[config.mk]
export PLATFORM = sky130hd
export DESIGN_NAME = set_bit_enumerator
export DESIGN_NICKNAME = d
export VERILOG_FILES = /design/src/rtl/set_bit_enumerator.sv
export SDC_FILE = /design/constraint.sdc
export NUM_CORES = 1
export LEC_CHECK = 0
export CAP_MARGIN = 20
export CORE_MARGIN = 3
export CORE_UTILIZATION = 45
export DETAILED_ROUTE_END_ITERATION = 12
export GPL_TIMING_DRIVEN = 0
export MAX_ROUTING_LAYER = met4
export PLACE_DENSITY = 0.69
export SETUP_SLACK_MARGIN = 0.3
export SYNTH_ARGS = -nofsm -noshare
export SYNTH_HDL_FRONTEND = slang
export SYNTH_SLANG_ARGS = --single-unit
export TNS_END_PERCENT = 1
[constraint.sdc]
create_clock -name clk -period 11.4 [get_ports clk]
set_input_delay 2.28 -clock clk [delete_from_list [all_inputs] [get_ports clk]]
set_output_delay 2.28 -clock clk [all_outputs]
set_load 0.05 [all_outputs]
[src/rtl/set_bit_enumerator.sv]
// set_bit_enumerator: accepts one word and emits the position of every set
// bit, lowest first, one position per output beat. A zero word yields a
// single beat carrying EMPTY_LOC with out_empty set.
module set_bit_enumerator #(
  parameter int DATA_W    = 8,
  parameter int LOC_W     = 6,
  parameter int EMPTY_LOC = 32
) (
  input  logic              clk,
  input  logic              rst_n,
  input  logic              in_valid,
  output logic              in_ready,
  input  logic [DATA_W-1:0] in_data,
  output logic              out_valid,
  input  logic              out_ready,
  output logic [LOC_W-1:0]  out_loc,
  output logic              out_last,
  output logic              out_empty,
  output logic [15:0]       word_count
);

  typedef enum logic {
    IDLE = 1'b0,
    EMIT = 1'b1
  } state_t;

  state_t            state;
  logic [DATA_W-1:0] rem;
  logic              accept;
  logic              beat_done;
  logic              word_done;

  // Priority encode from bit 0 upward; the lowest set bit wins because it
  // is visited last. A zero word returns 0 (callers handle that case).
  function automatic logic [LOC_W-1:0] tzc(input logic [DATA_W-1:0] x);
    logic [LOC_W-1:0] r;
    r = '0;
    for (int i = DATA_W - 1; i >= 0; i--) begin
      if (x[i]) r = LOC_W'(i);
    end
    return r;
  endfunction

  // x with its lowest set bit cleared.
  function automatic logic [DATA_W-1:0] clear_lowest(input logic [DATA_W-1:0] x);
    return x & (x - DATA_W'(1));
  endfunction

  function automatic int popcount(input logic [DATA_W-1:0] x);
    int n;
    n = 0;
    for (int i = 0; i < DATA_W; i++) begin
      if (x[i]) n++;
    end
    return n;
  endfunction

  // Handshake decode; in_ready opens on the final beat so words chain
  // back-to-back without an idle cycle.
  always_comb begin
    beat_done = out_valid & out_ready;
    word_done = beat_done & out_last;
    in_ready  = rst_n & ((state == IDLE) | word_done);
    accept    = in_valid & in_ready;
  end

  // Enumeration FSM with registered beat outputs and completed-word counter.
  always_ff @(posedge clk) begin
    if (!rst_n) begin
      state      <= IDLE;
      rem        <= '0;
      out_valid  <= 1'b0;
      out_loc    <= '0;
      out_last   <= 1'b0;
      out_empty  <= 1'b0;
      word_count <= '0;
    end else begin
      if (word_done) word_count <= word_count + 16'd1;

      if (accept) begin
        rem       <= clear_lowest(in_data);
        out_last  <= (popcount(in_data) <= 1);
        out_valid <= 1'b1;
        state     <= EMIT;
        if (in_data == '0) begin
          out_loc   <= LOC_W'(EMPTY_LOC);
          out_empty <= 1'b1;
        end else begin
          out_loc   <= tzc(in_data);
          out_empty <= 1'b0;
        end
      end else if (beat_done) begin
        if (!out_last) begin
          out_loc  <= tzc(rem);
          rem      <= clear_lowest(rem);
          out_last <= (popcount(rem) == 1);
        end else begin
          out_valid <= 1'b0;
          state     <= IDLE;
          out_last  <= 1'b0;
          out_empty <= 1'b0;
        end
      end
    end
  end

endmodule

==> results of run 1 <==
power groups by stage:
stage	registers, uW	clock network (uW)	logic [uW]
global placement	114	0	99.2
CTS	112	89.5	101
finish	112	86.8	101
floorplan	120	0	72.1
global route	112	93.1	113
detailed placement	114	0	101
cell usage after synthesis, drive strengths merged (11+ instances only):
| library cell | number |
|---|---|
| and2 | 11 |
| a21oi | 13 |
| clkbuf | 11 |
| ha | 14 |
| inv | 12 |
| nand2 | 32 |
| xnor2 | 19 |
| nor2 | 13 |
| dfxtp | 30 |
| nand3 | 16 |
per-stage QoR:
stage	area [um2]	util (%)	worst slack, ps
floorplan	2390	-	5420
global placement	2770	56.4	4690
detailed placement	2770	56.4	4630
CTS	2860	58.3	4800
global route	2860	58.3	4570
finish	2860	58.3	4830
flip-flops by register name, summed over array words and instances (netlist names):
| register | count |
|---|---|
| out_empty | 1 |
| state | 1 |
| out_last | 1 |
| word_count | 16 |
| out_loc | 4 |
| rem | 7 |
area by class of cell:
class                      instances  area [um2]
fill                             478        2050
sequential                        30         601
clock buffer                       7        86.3
inverter                          12        45.0
clock inverter                     1        5.00
timing repair buffer              30         300
multi-input combinational        232        1650
buffer                            17        95.1
tap                               67        83.8
cells in the final DEF (no fill, tap or decap), types with 5 or more instances in the layout:
master,n
nand2_1,32
clkdlybuf4s50_1,30
dfxtp_1,30
xnor2_1,18
nand3_1,16
ha_1,14
nor2_1,13
clkbuf_1,12
inv_1,12
a21oi_1,12
and2_1,11
nor2b_1,10
a21boi_0,10
xor2_1,9
o21ai_0,8
nor3_1,8
clkbuf_8,6
mux2_2,5
nand4_1,5
critical path: stages:
cell and delay (ps):
clkdlybuf4s50_1 600, clkbuf_1 350, a21boi_0 230, clkdlybuf4s50_1 830
layer usage:
| layer | GRT usage (%) | vias to the layer above | part of all wire [%] |
|---|---|---|---|
| met1 | 23.4 | 982 | 51 |
| met5 | - | - | 0 |
| li1 | - | 1102 | - |
| met4 | 5.24 | 0 | 0.68 |
| met2 | 29.5 | 34 | 45 |
| met3 | 3.17 | 2 | 3.1 |
kinds of logic after synthesis:
logic type | after synthesis
simple gates | 116
mux | 8
fa+ha+maj | 14
compound gates | 60
xor+xnor | 32
flops | 30
buf+inv | 29
other cells | 1
worst paths after layout:
check	startpoint	endpoint	slack, ps	depth (start not counted)
max	rst_n	in_ready	4830	4
min	out_loc[5]	out_loc[5]	480	2
max reg2reg	rem[1]	out_last	6870	19
min reg2reg	out_loc[5]	out_loc[5]	480	2
==> results.md, run 1 <==
* Post-Synth XOR/XNOR Area at between 10 and 15%
* Setup_tns at 0 ps
* Post-synth ARST share at 0%
* Synth warnings at 0
* Maximum fanout along the worst path at 10
* Flop pwr share at 37.4%
* Vias per std cell at 5.35
* Post-synthesis adder-cell area fraction at 7.35%
* Max Slew Vio Count at 0
* Hold Vio Cnt, Final at 0
* Top post-synthesis cells by area: dfxtp_1 (25%), ha_1 (7.4%), xnor2_1 (6.6%)
* Synth Register Bits at 30
* GR Overflow Total at 0
* Leak pwr at 0.00114 uW
* Mux cell area share after synthesis at 3.62%
* DR vias at approximately 2100
* Hold Buf Count CTS at 0
* Worst-Margin Slew at 517 ps
* CP Capture Type: output pin
* Largest net degree at the start of global routing at 11
* Hold WC Path Type: flip-flop to flip-flop
* Layout Nets at 354
* Core area at 0.00491 mm2
* RSZ-0062 raised after global routing: no
* Detailed-placement wirelength estimate at between 4000 and 5000 um
* Biggest area consumer among synthesized cells: dfxtp_1
* Post-cts sizing count at 0
* Placed insts at 388
* Post-synthesis sequential area ratio at roughly 25%
* Final ANT Viol Nets at 0
* Post-synth EDFFs at 0
* Root buffer cell: clkbuf_8
* Crit path launch type: input pin
* I/O pins at 38
* Total CTS buffers at 5
* Chip width at 78.8 um
* Crit share post-route at 57.6%
* Pre-Repair DR Iteration Count at 4
* PortBufs at 30
* Drt drc at 0
* Hold slack at 477 ps
* Syn avg cell area at a little over 8 um2
* # rows at 25
* Post-Layout Cell Count at between 300 and 400
* Peak supply drop at 0.0842 mV
* Status: finished, final reports clean
* Avg WL per Cell at 13.4 um
* Power density over the cells at 105 mW/mm2
* Die area at around 0.0062 mm2
* Sw power at 98.9 uW
* Synthesis-to-finish area growth at 20.1%
* Tot Pwr at about 300 uW
* H-tree levels at 2
* Die Y at 78.8 um
* Mapped Cells at 290
* Clock share of power at 29.0%
* Slew HR at 65.4%
* Initial Util at 48.5%
* Clk pin slew, worst setup/hold paths at 60 ps
* CP Class: input pin to output pin
* CTS Buffer Depth at 2
* Worst Clk Skew at 4.15 ps
* # setup viols final at 0
* Tot GR Track Use at ~18%
* Largest family of logic cells by synthesized area: simple AND/OR/NAND/NOR gates
* CTS tree: built
* Sw frac at 33.0%
* Vias in the first global route at 1962
* Post-synth top area share at between 20 and 30%
* Max Fclk at 152 MHz
* N_diodes at 0
* Simple-Gate Fraction of Synth Area at 25.2%
* Post-CTS setup buffers at 0
* Worst EP arrival at between 4000 and 5000 ps
* Minimum clock period at 6570 ps
* Ratio of cells with drive above 1 in the final layout at 8.21%
* Int Pwr at 201 uW
* GP Congestion at 0.839
* First-pass GRT wire length at 8860 um
* Logic gate share of total power at around a third
* Synth cell types at 58
* Post-Syn Area at approximately 0.0024 mm2
* Initial antenna violation count at 0
* Clk_lat worst skew at 280 ps
* Synth Area in Compound Gates at 18.4%
* Crit path required time at 9120 ps
* Detailed Route WL at 5320 um
* Initial drt markers at 121
* CTS sink cnt at 30
* Max-cap viol count at 0
* Primary FF master, synth: dfxtp_1
(Power assumes the default switching activity.)
==> run 2: changes to the inputs <==
==> constraint.sdc (replaced) <==
create_clock -name clk -period 6.44 [get_ports clk]
set_input_delay 1.288 -clock clk [delete_from_list [all_inputs] [get_ports clk]]
set_output_delay 1.288 -clock clk [all_outputs]
set_load 0.05 [all_outputs]
==> results of run 2 <==
The final DEF is identical to that of run 1. Status: finished, final reports clean.
Among the figures that moved: setup slack after placement 4630 ps -> 664 ps; setup slack after layout 4830 ps -> 966 ps; start point of the critical path rst_n -> in_data[0]; end point of the critical path in_ready -> out_last; register-to-register setup slack 6870 ps -> 1910 ps; total power 300 uW -> 530 uW; worst IR drop on VDD 0.0842 mV -> 0.149 mV
